<file path="src/rtl/img_pkg.sv">
// Shared state encoding and default sizing for the image UART receive/transmit path.
// The PARITY state exists only when IMAGE_UART_RX_PARITY_EN is defined.
package img_pkg;

   localparam int DEF_CLKS_PER_BIT = 868;
   localparam int DEF_IMG_PIXELS   = 16384;
   localparam int DEF_ADDR_W       = 14;
   localparam int TIMER_W          = 16;

   typedef enum logic [2:0] {
      IDLE,
      START,
      DATA,
`ifdef IMAGE_UART_RX_PARITY_EN
      PARITY,
`endif
      STOP,
      WRITE,
      DONE,
      RECOVER
   } rx_state_t;

endpackage

</file>
<file path="src/rtl/uart_rx_sync.sv">
// Two-flop synchronizer for the serial line; resets to the idle-high level.
// Latency: 2 cycles; no backpressure.
module uart_rx_sync (
   input  logic clk,
   input  logic rst_n,
   input  logic d,
   output logic q
);

   logic meta;

   always_ff @(posedge clk or negedge rst_n) begin
      if (!rst_n) begin
         meta <= 1'b1;
         q    <= 1'b1;
      end else begin
         meta <= d;
         q    <= meta;
      end
   end

endmodule

</file>
<file path="src/rtl/image_uart_rx.sv">
// UART byte receiver streaming one image frame into BRAM; IMAGE_UART_RX_PARITY_EN adds an even-parity bit.
// Latency: write strobe 1 cycle after the stop-bit sample; no backpressure (BRAM always accepts).
module image_uart_rx
   import img_pkg::*;
#(
   parameter int CLKS_PER_BIT = DEF_CLKS_PER_BIT,
   parameter int IMG_PIXELS   = DEF_IMG_PIXELS,
   parameter int ADDR_W       = DEF_ADDR_W
) (
   input  logic              clk,
   input  logic              rst_n,
   input  logic              enable,
   input  logic              RxD,
   output logic              ena,
   output logic              wea,
   output logic [ADDR_W-1:0] addr,
   output logic [7:0]        din,
   output logic [ADDR_W:0]   rx_count,
   output logic              rx_complete,
   output logic              frame_err,
   output logic              parity_err
);

   localparam logic [TIMER_W-1:0] BIT_LAST  = TIMER_W'(CLKS_PER_BIT - 1);
   localparam logic [TIMER_W-1:0] HALF_LAST = TIMER_W'(CLKS_PER_BIT / 2 - 1);
   localparam logic [ADDR_W:0]    PIX_END   = (ADDR_W + 1)'(IMG_PIXELS);

   rx_state_t          state, state_nxt;
   logic [TIMER_W-1:0] timer, timer_nxt;
   logic               rx_s, rx_prev;
   logic [2:0]         bit_idx;
   logic [7:0]         shift;
   logic [ADDR_W:0]    cnt_inc;
   logic               tick;
   logic               shift_en;
   logic               set_ferr;
`ifdef IMAGE_UART_RX_PARITY_EN
   logic               par_smp;
   logic               par_bad;
`endif

   uart_rx_sync u_sync (
      .clk   (clk),
      .rst_n (rst_n),
      .d     (RxD),
      .q     (rx_s)
   );

   assign tick        = (timer == '0);
   assign cnt_inc     = rx_count + (ADDR_W + 1)'(1);
   assign ena         = (state == WRITE);
   assign wea         = (state == WRITE);
   assign rx_complete = (state == DONE);

   always_comb begin
      state_nxt = state;
      timer_nxt = tick ? '0 : timer - TIMER_W'(1);
      shift_en  = 1'b0;
      set_ferr  = 1'b0;
`ifdef IMAGE_UART_RX_PARITY_EN
      par_smp   = 1'b0;
`endif
      case (state)
         IDLE: begin
            if (rx_prev && !rx_s) begin
               state_nxt = START;
               timer_nxt = HALF_LAST;
            end
         end
         START: begin
            if (tick) begin
               if (rx_s) begin
                  state_nxt = IDLE;
               end else begin
                  state_nxt = DATA;
                  timer_nxt = BIT_LAST;
               end
            end
         end
         DATA: begin
            if (tick) begin
               shift_en  = 1'b1;
               timer_nxt = BIT_LAST;
               if (bit_idx == 3'd7) begin
`ifdef IMAGE_UART_RX_PARITY_EN
                  state_nxt = PARITY;
`else
                  state_nxt = STOP;
`endif
               end
            end
         end
`ifdef IMAGE_UART_RX_PARITY_EN
         PARITY: begin
            if (tick) begin
               par_smp   = 1'b1;
               timer_nxt = BIT_LAST;
               state_nxt = STOP;
            end
         end
`endif
         STOP: begin
            if (tick) begin
               if (!rx_s) begin
                  set_ferr  = 1'b1;
                  state_nxt = RECOVER;
               end
`ifdef IMAGE_UART_RX_PARITY_EN
               else if (par_bad) begin
                  state_nxt = IDLE;
               end
`endif
               else begin
                  state_nxt = WRITE;
               end
            end
         end
         WRITE:   state_nxt = (cnt_inc == PIX_END) ? DONE : IDLE;
         RECOVER: if (rx_s) state_nxt = IDLE;
         DONE:    state_nxt = DONE;
         default: state_nxt = IDLE;
      endcase
      // Disarming wins over everything, including a byte mid-flight.
      if (!enable) begin
         state_nxt = IDLE;
         timer_nxt = '0;
         shift_en  = 1'b0;
         set_ferr  = 1'b0;
      end
   end

   always_ff @(posedge clk or negedge rst_n) begin
      if (!rst_n) begin
         state <= IDLE;
         timer <= '0;
      end else begin
         state <= state_nxt;
         timer <= timer_nxt;
      end
   end

   always_ff @(posedge clk or negedge rst_n) begin
      if (!rst_n) begin
         rx_prev   <= 1'b1;
         bit_idx   <= '0;
         shift     <= '0;
         addr      <= '0;
         din       <= '0;
         rx_count  <= '0;
         frame_err <= 1'b0;
      end else begin
         rx_prev <= rx_s;
         if (state == START) begin
            bit_idx <= '0;
         end else if (shift_en) begin
            bit_idx <= bit_idx + 3'd1;
            shift   <= {rx_s, shift[7:1]};
         end
         // Capture address/data on entry so they hold after rx_count moves on.
         if (state_nxt == WRITE) begin
            addr <= rx_count[ADDR_W-1:0];
            din  <= shift;
         end
         if (!enable) begin
            rx_count  <= '0;
            frame_err <= 1'b0;
         end else begin
            if (state == WRITE) rx_count <= cnt_inc;
            if (set_ferr)       frame_err <= 1'b1;
         end
      end
   end

`ifdef IMAGE_UART_RX_PARITY_EN
   always_ff @(posedge clk or negedge rst_n) begin
      if (!rst_n) begin
         par_bad    <= 1'b0;
         parity_err <= 1'b0;
      end else if (!enable) begin
         par_bad    <= 1'b0;
         parity_err <= 1'b0;
      end else begin
         if (state == START) par_bad <= 1'b0;
         if (par_smp) begin
            par_bad <= (^shift) ^ rx_s;
            if ((^shift) ^ rx_s) parity_err <= 1'b1;
         end
      end
   end
`else
   assign parity_err = 1'b0;
`endif

endmodule

</file>
<file path="config.mk">
export PLATFORM = sky130hd
export DESIGN_NAME = image_uart_rx
export DESIGN_NICKNAME = d
export VERILOG_FILES = /design/src/rtl/img_pkg.sv /design/src/rtl/uart_rx_sync.sv /design/src/rtl/image_uart_rx.sv
export SDC_FILE = /design/constraint.sdc
export NUM_CORES = 1
export LEC_CHECK = 0
export ABC_AREA = 1
export CAP_MARGIN = 0
export CORE_AREA = 2 2 118 74
export DETAILED_ROUTE_END_ITERATION = 6
export DIE_AREA = 0 0 120 76
export GPL_ROUTABILITY_DRIVEN = 0
export PLACE_DENSITY = 0.72
export SYNTH_ARGS = -nofsm -noshare
export SYNTH_HDL_FRONTEND = slang
export SYNTH_SLANG_ARGS = --single-unit
</file>
<file path="constraint.sdc">
create_clock -name clk -period 5.3 [get_ports clk]
set_input_delay 0.53 -clock clk [delete_from_list [all_inputs] [get_ports clk]]
set_output_delay 0.53 -clock clk [all_outputs]
set_load 0.01 [all_outputs]
</file>
# After elaboration in Yosys (flattened, before gate mapping)
# Index checks and enable logic that the tools add are counted.
[totals] ff_bits=71 input_bits=4 out_inout_bits=42
[classes] addsub=3 n_eq_ne=11 muxes=31 bitwise_logic=1 n_reduce_logical=6
[ops] op="16-bit two-way mux" n=6
[ops] op="16-bit one-hot mux with 3 select lines" n=1
[ops] op="15-bit two-way mux" n=2
[ops] op="3-bit two-way mux" n=10
[ops] op="3-bit one-hot mux with 7 select lines" n=1
[ops] op="16-bit logical NOT" n=1
[ops] op="16-bit by 1-bit subtractor with 16-bit output (second input constant)" n=1
[ops] op="15-bit by 1-bit adder with 15-bit output (second input constant)" n=1
[ops] op="15-bit == test (second input constant)" n=1
[ops] op="3-bit == test (second input constant)" n=5
[ops] op="1-bit two-way mux" n=9
[ops] op="3-bit by 2-bit == test with 1-bit output (second input constant)" n=2
[ops] op="2-bit two-way mux" n=2
[ops] op="2-bit by 1-bit inequality test with 1-bit output (second input constant)" n=2
[ops] op="3-bit by 1-bit adder with 3-bit output (second input constant)" n=1
[ops] op="3-bit by 1-bit == test with 1-bit output (second input constant)" n=1
[ops] op="3-bit logical NOT" n=1
[ops] op="2-bit AND reduction" n=1
[ops] op="2-bit nonzero test" n=1
[ops] op="1-bit logical AND" n=1
[ops] op="1-bit logical NOT" n=1
[ops] op="1-bit NOT" n=1

# Longest topological paths before layout
# Gate-level depths: netlist of the first run.
[logic_depth] ltp_word=6 depth_mapped=15

# Hierarchy
# Synthesis of the first run repeated with hierarchy kept, for this count alone.
[hier_totals] hier_cells=474 area_unflattened_um2=3947.5
[modules_own_cells] module="image_uart_rx" n_inst=1 cells_per_inst=472 area_per_inst_um2=3895.0 seq_area_each_um2=1727.9
[modules_own_cells] module="uart_rx_sync" n_inst=1 cells_per_inst=2 area_per_inst_um2=52.6 seq_area_each_um2=52.6

# Worst setup path before layout of the first run
# No wires, ideal clock.
[synth_path] path_type="register to register" start="register rx_count[0]" end="register addr[0]" setup_ns=0.121 arrival_ns=1.974 path_slack_ns=3.205 path_stages_with_launch=16 synth_period_minus_slack_ns=2.095 path_cell_list="dfrtp_1 -> ha_1 -> nand2_1 -> nor2_4 -> nand2_4 -> nor2_4 -> nand2_1 -> nand2_2 -> nand2_1 -> nor2_1 -> nand3_1 -> nand3_2 -> inv_2 -> buf_6 -> nand3_2 -> nand2_1"
[synth_between] elab_chain_len=6
[synth_lines] element="from (decl)" line="image_uart_rx.sv:18" source="output logic [ADDR_W:0] rx_count,"
[synth_lines] element="from (signal assigned)" line="image_uart_rx.sv:168" source="if (state == WRITE) rx_count <= cnt_inc;"
[synth_lines] element="15-bit by 1-bit adder with 15-bit output" line="image_uart_rx.sv:50" source="assign cnt_inc = rx_count + (ADDR_W + 1)'(1);"
[synth_lines] element="15-bit == test" line="image_uart_rx.sv:118" source="WRITE: state_nxt = (cnt_inc == PIX_END) ? DONE : IDLE;"
[synth_lines] element="3-bit two-way mux" line="image_uart_rx.sv:118"
[synth_lines] element="3-bit one-hot mux with 7 select lines" line="image_uart_rx.sv:63" source="case (state)"
[synth_lines] element="3-bit two-way mux" line="image_uart_rx.sv:124" source="if (!enable) begin"
[synth_lines] element="3-bit == test" line="image_uart_rx.sv:160" source="if (state_nxt == WRITE) begin"
[synth_lines] element="to (signal assigned)" line="image_uart_rx.sv:161" source="addr <= rx_count[ADDR_W-1:0];"
[synth_lines] element="to (decl)" line="image_uart_rx.sv:16" source="output logic [ADDR_W-1:0] addr,"
# Parallel ways exist; a longest one is shown, timed or not.
# A chain may end at the register's enable or synchronous reset.

# Final worst setup path of the first run
[layout_path] start="register rx_count[0]" end="register addr[12]"
[layout_between] elab_chain_len=6
[layout_lines] element="15-bit by 1-bit adder with 15-bit output" line="image_uart_rx.sv:50"
[layout_lines] element="15-bit == test" line="image_uart_rx.sv:118"
[layout_lines] element="3-bit two-way mux" line="image_uart_rx.sv:118"
[layout_lines] element="3-bit one-hot mux with 7 select lines" line="image_uart_rx.sv:63"
[layout_lines] element="3-bit two-way mux" line="image_uart_rx.sv:124"
[layout_lines] element="3-bit == test" line="image_uart_rx.sv:160"
# Every way passes these cells.

==> results.py, run 1 <==
metrics = {
    "layout": {
        "nets": 523,
        "final_cells": 631,
        "n_antenna_cell": 0,
        "final-seq-area_um2": 1780,
        "multiInputGateArea_um2": 1810,
        "area_growth_pct": 19.4,
        "drive_above_1_share_pct": 12.9,
        "fillers": 714,
    },
    "critical_path": {
        "worstReg2RegStart": "rx_count[0]$_DFFE_PN0P_",
        "cp-start-kind": "register",
        "cp.required_ns": 5.57,
        "startpoint": "rx_count[0]$_DFFE_PN0P_",
        "cp_max_fo": 23,
        "r2r-end": "addr[12]$_DFFE_PN0N_",
        "cp-endpoint": "addr[12]$_DFFE_PN0N_",
        "critPathKind": "register to register",
        "endpoint_kind": "register",
        "cpPeakStageDelay_ns": 0.57,
        "cp_slowest_cell": "inv_2",
        "reg2reg_slack_ns": 2.22,
        "reg2regPathDepth": 13,
        "crit_chain": "ha_1, nand2_1, nor2_4, nand2_4, nor2_4, nand3_1, nand2_1, nor2_1, nand3_1, nand3_2, inv_2, nand3_1, nand2_1",
        "worstPathArrival_ns": 3.35,
    },
    "power": {
        "vdd_drop_max_mv": 0.224,
        "powerDensity_nw_per_um2": 376,
        "p_leak_nw": 2.25,
        "p_total_mw": 1.78,
    },
    "sta": {
        "worstMarginPinSlew_ns": 0.883,
        "setup_tns_ns": 0,
        "finalCriticalPeriod_ns": 3.08,
        "maxSlewHeadroom_pct": 41.1,
        "setup_violations": 0,
        "hold_violations": 0,
        "max_freq_ghz": 0.325,
        "skew_ns": 0.00664,
        "min_period_over_period_pct": 58.1,
        "drv_slew": 0,
        "rsz0062_at_grt": "no",
    },
    "clocking": {
        "cts-buffers-inserted": 9,
        "cts_hold_buf": 0,
        "clock_sinks": 71,
        "clock_latency_ns": 0.33,
        "htree_levels": 3,
        "post_cts_buffers": 0,
        "clkTransAtPathRegs_ns": 0.05,
        "cts_resized": 0,
        "root_buffer": "clkbuf_16",
        "cts_tree": "yes",
        "max-clock-path-buffers": 2,
    },
    "global_route": {
        "globalRoute.totalOverflow": 0,
        "grt_usage_pct": 21.2,
        "grt_pass1_vias": 3164,
        "grt_max_degree": 72,
        "grt_pass1_wl_mm": 15.4,
        "grt_antenna_before_repair": 0,
    },
    "die": {
        "core-area_um2": 8170,
        "dieArea_um2": 9120,
        "core.rowCount": 26,
        "dieWidth_um": 120,
        "ios": 46,
        "initial_utilization_pct": 48.6,
        "die-height_um": 76,
    },
    "synth": {
        "syn_nets": 482,
        "ys_warn_count": 0,
        "yosysTopAreaCellShare_pct": 42.9,
        "synthMostInstantiatedCell": "nand2_1",
        "syn-cell-area_um2": 3970,
        "synth_edf_count": 0,
        "synth_common_cells": "nand2_1, dfrtp_1, inv_1",
        "synth_cells": 473,
        "seq_area_frac_synth_pct": 44.9,
        "synth_area_leader_cell": "dfrtp_1",
        "ys_async_sr_fraction_pct": 100,
        "yosys-top-cells-area": "dfrtp_1, nand2_1, inv_1, nand3_1, nor2_1",
        "synthFlopType": "dfrtp_1",
        "syn_avg_cell_area_um2": 8.38,
        "ys_types": 36,
        "ys_seq_elements": 71,
    },
    "detailed_routing": {
        "vias": 3315,
        "wire_per_inst_um": 14.1,
        "drc": 0,
        "vias_per_cell": 5.25,
        "wl_mm": 8.92,
        "drt_iter0_markers": 217,
        "drtPass1Iterations": 5,
        "ant_nets": 0,
    },
    "worst_hold_path": {
        "min_path_type": "register to register",
        "hold_depth": 0,
    },
    "job": {
        "cap_violations": 0,
    },
    "outcome": {
        "outcome": "finished clean",
    },
    "placed_design": {
        "placedCellCount": 615,
        "portBuffers": 44,
        "dp_hpwl_mm": 6.33,
    },
}
==> metrics by stage <==
stage	util, %	area, µm²	hold WS [ns]	worst slack [ns]
global placement	53.9	4400	0.346	2.34
floorplan	-	3970	0.234	3.20
global route	58.0	4740	0.364	1.95
detailed placement	53.9	4400	0.347	2.25
finish	58.0	4740	0.354	2.22
CTS	58.0	4740	0.355	2.24
==> registers in the layout, indices dropped and copies added, names as in the netlist <==
name and count:
addr 14, u_sync.q 1, frame_err 1, state 3, u_sync.meta 1, bit_idx 3
rx_count 15, din 8, shift 8, timer 16, rx_prev 1
==> cells in the final DEF, fill, tap and decap left out, types with 4 or more instances in the layout <==
master           netlist  layout
nor2_2                 6       6
ha_1                   5       5
nand2_1              109     109
nand3_2               16      16
nand2_2                4       4
xor2_1                 4       4
dfrtp_1               68      68
clkbuf_16              0       9
nand3_1               37      37
inv_1                 58      58
a21oi_1                9       9
nor2_4                 5       5
clkdlybuf4s50_1        0      43
o21bai_1              22      22
nand4_1                9       9
mux2_2                 8       8
nor3_1                 6       6
o21ai_0                5       5
o22ai_1               12      12
xnor2_1                5       5
nor2_1                49      49
==> routing by layer <==
metal  vias up  part of all wire (%)  global-route usage, %
met5         -                     0                      0
met4         0                   1.0                   5.06
met3        10                   6.8                   6.66
met2       113                    44                   31.7
met1      1579                    48                   30.3
li1       1613                     -                      -
==> report_power, final <==
| part | leakage (nW) | internal [mW] | switching [mW] |
|---|---|---|---|
| clock | 0.158 | 0.436 | 0.220 |
| sequential | 0.865 | 0.605 | 0.0524 |
| combinational | 1.23 | 0.161 | 0.307 |
| total | 2.25 | 1.20 | 0.579 |
==> final cells by class <==
class / instances / share of cell area [%]
clock buffers: 11 / 5.34
clock inverters: 5 / 1.69
inverters: 60 / 4.76
multi-input cells: 327 / 38.3
flip-flops and latches: 71 / 37.6
well taps: 112 / 2.96
repair buffers: 45 / 9.35
==> critical path, delay by kind of cell (launching register included) <==
| kind | cells | cell delay, ns |
|---|---|---|
| adder cells (fa/ha/maj) | 1 | 0.26 |
| flip-flops | 1 | 0.55 |
| buffers and inverters | 1 | 0.57 |
| AND/OR/NAND/NOR | 11 | 1.61 |
==> cell families after synthesis <==
group,count (synthesis),share of synthesized area (%)
AND/OR/NAND/NOR,248,30.5
buffers and inverters,75,9.34
flip-flops,71,44.9
AO/OA/AOI/OAI,56,9.34
XOR/XNOR,9,1.99
multiplexers,8,2.27
adder cells (fa/ha/maj),5,1.58
other,1,0.0946
==> how the worst min path moves through the flow <==
stage	startpoint	endpoint
4_1_cts	u_sync.meta$_DFF_PN1_	u_sync.q$_DFF_PN1_
6_report	u_sync.meta$_DFF_PN1_	u_sync.q$_DFF_PN1_
3_5_place_dp	u_sync.meta$_DFF_PN1_	u_sync.q$_DFF_PN1_
5_1_grt	u_sync.meta$_DFF_PN1_	u_sync.q$_DFF_PN1_
3_3_place_gp	u_sync.meta$_DFF_PN1_	u_sync.q$_DFF_PN1_
2_1_floorplan	rst_n	addr[0]$_DFFE_PN0N_
No activity file was read; power rests on OpenSTA's default activity.
==> run 2, diff against run 1 <==
==> constraint.sdc (replaced) <==
create_clock -name clk -period 3.2 [get_ports clk]
set_input_delay 0.32 -clock clk [delete_from_list [all_inputs] [get_ports clk]]
set_output_delay 0.32 -clock clk [all_outputs]
set_load 0.01 [all_outputs]
==> results.py, run 2 (same netlist as run 1, synthesis figures left out) <==
metrics = {
    "sta": {
        "finalCriticalPeriod_ns": 2.58,
        "worstMarginPinSlew_ns": 0.881,
        "rsz0062_at_grt": "no",
        "whs_ns": 0.189,
        "drv_slew": 0,
        "maxSlewHeadroom_pct": 41.2,
        "min_period_over_period_pct": 80.7,
        "setup_tns_ns": 0,
        "max_freq_ghz": 0.387,
        "setup_violations": 0,
        "hold_violations": 0,
        "skew_ns": 0.00676,
    },
    "global_route": {
        "grt_pass1_wl_mm": 15.2,
        "grt_pass1_vias": 3004,
        "grt_usage_pct": 21.0,
        "grt_antenna_before_repair": 0,
        "globalRoute.totalOverflow": 0,
        "grt_max_degree": 72,
    },
    "power": {
        "p_leak_nw": 2.26,
        "powerDensity_nw_per_um2": 623,
        "vdd_drop_max_mv": 0.266,
    },
    "clocking": {
        "post_cts_buffers": 0,
        "cts-buffers-inserted": 9,
        "clock_latency_ns": 0.34,
        "clock_sinks": 71,
        "htree_levels": 3,
        "max-clock-path-buffers": 2,
        "clkTransAtPathRegs_ns": 0.06,
        "cts_hold_buf": 0,
        "cts_tree": "yes",
        "cts_resized": 0,
        "root_buffer": "clkbuf_16",
    },
    "critical_path": {
        "reg2regPathDepth": 13,
        "worstPathArrival_ns": 2.85,
        "endpoint_kind": "register",
        "critPathKind": "register to register",
        "startpoint": "rx_count[0]$_DFFE_PN0P_",
        "worstReg2RegStart": "rx_count[0]$_DFFE_PN0P_",
        "cpPeakStageDelay_ns": 0.54,
        "r2r-end": "addr[10]$_DFFE_PN0N_",
        "crit_chain": "ha_1, nand2_1, nor2_4, nand2_4, nor2_4, nand3_1, nand2_1, nor2_1, nand3_1, nand3_2, inv_2, nand3_1, nand2_1",
        "reg2reg_slack_ns": 0.62,
        "cp_max_fo": 22,
        "cp.required_ns": 3.47,
        "cp_slowest_cell": "dfrtp_1",
        "cp-start-kind": "register",
    },
    "layout": {
        "final_cell_mix": "nand2_1, dfrtp_1, inv_1",
        "drive_above_1_share_pct": 12.7,
        "n_antenna_cell": 0,
        "final_cells": 632,
        "largest_reg_flops": 16,
        "top_regs": "timer: 16 flops, rx_count: 15 flops, addr: 14 flops",
        "fillers": 708,
        "area_growth_pct": 19.4,
        "regMostFlops": "timer",
        "nets": 524,
        "final_common_cell": "nand2_1",
    },
    "die": {
        "dieArea_um2": 9120,
        "core.rowCount": 26,
        "initial_utilization_pct": 48.6,
        "core-area_um2": 8170,
        "dieWidth_um": 120,
        "ios": 46,
        "die-height_um": 76,
    },
    "worst_hold_path": {
        "min_path_type": "input port to asynchronous set/reset pin",
    },
    "detailed_routing": {
        "vias": 3349,
        "wire_per_inst_um": 14.1,
        "drc": 0,
        "wl_mm": 8.94,
        "drt_iter0_markers": 378,
        "vias_per_cell": 5.30,
        "drtPass1Iterations": 5,
        "ant_nets": 0,
    },
    "placed_design": {
        "portBuffers": 44,
        "placedCellCount": 616,
        "dp_hpwl_mm": 6.29,
    },
    "outcome": {
        "outcome": "finished clean",
    },
    "job": {
        "cap_violations": 0,
    },
}
[run 2: routing by layer]
layer  routed length (µm)  track usage (%)
met5                    0                0
met3                  678             5.61
met2                 3830             29.0
met4                  118             6.00
met1                 4310             32.3
[run 2: cell type report]
cell class                      count  area (µm²)  area share (%)
Multi-Input combinational cell    327        1810            38.3
Inverter                           60         225            4.76
Timing Repair Buffer               46         450            9.51
Sequential cell                    71        1780            37.6
Clock buffer                       13         260            5.50
Tap cell                          112         140            2.96
Clock inverter                      3        65.1            1.37
[run 2: through the flow]
stage | util [%] | power, mW | setup slack, ns | cell area [µm²]
finish | 58.0 | 2.95 | 0.618 | 4740
global route | 58.0 | 3.13 | 0.365 | 4740
CTS | 58.0 | 2.97 | 0.622 | 4740
detailed placement | 54.0 | 1.87 | 0.634 | 4410
global placement | 54.0 | 1.85 | 0.706 | 4410
floorplan | - | 1.70 | 1.10 | 3970
[run 2: worst max path at each step]
| stage | cells after the start | endpoint |
|---|---|---|
| floorplan | 15 | addr[0]$_DFFE_PN0N_ |
| global placement | 13 | din[1]$_DFFE_PN0N_ |
| detailed placement | 12 | addr[10]$_DFFE_PN0N_ |
| CTS | 12 | addr[10]$_DFFE_PN0N_ |
| global route | 13 | addr[12]$_DFFE_PN0N_ |
| finish | 13 | addr[10]$_DFFE_PN0N_ |
[run 2: report_power, final]
group          internal (mW)  switching (mW)
logic                  0.272           0.509
registers               1.00          0.0828
clock network          0.724           0.360
total                   2.00           0.951
[run 2: worst max-delay path: cells and delay by family (launching register included)]
kind | cells | cell delay [ns]
and+or+nand+nor | 11 | 1.30
DFF | 1 | 0.54
adders and majority gates | 1 | 0.25
buffers and inverters | 1 | 0.41
==> run 3, diff against run 2 <==
==> constraint.sdc (replaced) <==
create_clock -name clk -period 2.55 [get_ports clk]
set_input_delay 0.255 -clock clk [delete_from_list [all_inputs] [get_ports clk]]
set_output_delay 0.255 -clock clk [all_outputs]
set_load 0.01 [all_outputs]
==> results.py, run 3 (same netlist as run 1, synthesis figures left out) <==
metrics = {
    "outcome": {
        "outcome": "finished clean",
    },
    "die": {
        "die-height_um": 76,
        "core-area_um2": 8170,
        "initial_utilization_pct": 48.6,
        "dieArea_um2": 9120,
        "ios": 46,
        "core.rowCount": 26,
        "dieWidth_um": 120,
    },
    "critical_path": {
        "cp-start-kind": "register",
        "cp_max_fo": 22,
        "cp_num_buf_inv": 0,
        "cp_slowest_cell": "dfrtp_1",
        "cpPeakStageDelay_ns": 0.43,
        "critPathKind": "register to register",
        "crit_chain": "ha_1, nand2_1, nor2_4, nand2_4, nor2_4, nand2_1, nand2_2, nand3_2, o21bai_2, nand2_4, o21bai_1, nand2_1",
        "worstPathArrival_ns": 2.55,
        "critPathMostFrequentCell": "nand2_1",
        "cp.required_ns": 2.77,
        "endpoint_kind": "register",
        "critPathTopFamily": "simple AND/OR/NAND/NOR gates",
    },
    "power": {
        "p_total_mw": 3.62,
        "vdd_drop_max_mv": 0.415,
        "p_leak_nw": 2.29,
        "powerDensity_nw_per_um2": 752,
    },
    "sta": {
        "worstMarginPinSlew_ns": 0.504,
        "whs_ns": 0.328,
        "maxSlewHeadroom_pct": 66.3,
        "min_period_over_period_pct": 91.7,
        "final.setup.worst_slack_ns": 0.211,
        "skew_ns": 0.00550,
        "setup_violations": 0,
        "hold_violations": 0,
        "finalCriticalPeriod_ns": 2.34,
        "drv_slew": 0,
        "max_freq_ghz": 0.428,
    },
    "detailed_routing": {
        "ant_nets": 0,
        "wire_per_inst_um": 15.0,
        "vias": 3421,
        "drtPass1Iterations": 5,
        "drt_iter0_markers": 387,
        "vias_per_cell": 5.34,
        "wl_mm": 9.60,
        "drc": 0,
    },
    "layout": {
        "nets": 533,
        "top_regs": "timer: 16 flops, rx_count: 15 flops, addr: 14 flops",
        "n_antenna_cell": 0,
        "regMostFlops": "timer",
        "final-seq-area_um2": 1780,
        "final_common_cell": "nand2_1",
        "area_growth_pct": 21.4,
        "fillers": 735,
        "multiInputGateArea_um2": 1840,
        "drive_above_1_share_pct": 13.8,
        "largest_reg_flops": 16,
        "final_cell_mix": "nand2_1, dfrtp_1, inv_1",
    },
    "placed_design": {
        "dp_hpwl_mm": 6.61,
        "dp_slack_ns": 0.129,
        "portBuffers": 44,
    },
    "clocking": {
        "htree_levels": 3,
        "clock_latency_ns": 0.33,
        "cts-buffers-inserted": 9,
        "root_buffer": "clkbuf_16",
        "clock_sinks": 71,
        "cts_tree": "yes",
        "max-clock-path-buffers": 2,
        "clkTransAtPathRegs_ns": 0.06,
    },
    "worst_hold_path": {
        "min_path_type": "input port to register",
    },
    "global_route": {
        "grt_antenna_before_repair": 0,
        "globalRoute.totalOverflow": 0,
        "grt_max_degree": 72,
        "grt_usage_pct": 22.0,
        "grt_pass1_wl_mm": 16.0,
        "grt_pass1_vias": 3252,
    },
    "job": {
        "cap_violations": 0,
    },
}
[run 3: power breakdown]
group	internal, mW	total (mW)	switching, mW
combinational	0.354	1.02	0.670
clock	0.786	1.24	0.449
sequential	1.26	1.36	0.107
total	2.40	3.62	1.23
[run 3: path summary, 6_finish.rpt]
check / end / from / cells past startpoint / slack, ns
worst min register to register: u_sync.q$_DFF_PN1_ / u_sync.meta$_DFF_PN1_ / 0 / 0.36
worst max register to register: addr[2]$_DFFE_PN0N_ / rx_count[1]$_DFFE_PN0P_ / 12 / 0.21
worst max-delay path: addr[2]$_DFFE_PN0N_ / rx_count[1]$_DFFE_PN0P_ / 12 / 0.21
max in group asynchronous: u_sync.q$_DFF_PN1_ / rst_n / 3 / 1.75
min in group asynchronous: frame_err$_DFFE_PN0P_ / rst_n / 3 / 0.48
worst min-delay path: u_sync.meta$_DFF_PN1_ / RxD / 1 / 0.33
[run 3: per-stage QoR]
stage | area, µm² | cells | util, % | setup TNS (ns)
global route | 4810 | 641 | 59.0 | -0.00103
global placement | 4470 | 622 | 54.7 | 0
finish | 4810 | 641 | 59.0 | 0
floorplan | 3970 | 473 | - | 0
detailed placement | 4470 | 622 | 54.7 | 0
CTS | 4770 | 639 | 58.4 | 0
[run 3: timing repair]
action	CTS	global route
endpoints found under the hold margin	68	0
gates resized for setup	0	6
hold buffers	1	0
buffers inserted	0	1
endpoints found under the setup margin	0	22
[run 3: worst reg2reg max path, delay by kind of cell, from the launching register on]
kind	cells	cell delay, ns
and+or+nand+nor	9	1.14
AOI/OAI and AO/OA	2	0.44
DFF	1	0.43
adders and majority gates	1	0.23
[run 3: final cells by class]
type / instances / area share (%)
inverter: 60 / 4.73
clock inverter: 1 / 0.624
clock buffer: 15 / 5.35
tap: 112 / 2.91
multi-input combinational: 328 / 38.1
sequential: 71 / 37.0
timing repair buffer: 54 / 11.3
[run 3: layer usage]
metal	track usage, %	wire (µm)	up-vias
li1	-	-	1639
met4	5.29	86	0
met2	32.0	4080	147
met1	32.1	4680	1624
met5	0	0	-
met3	6.74	750	11
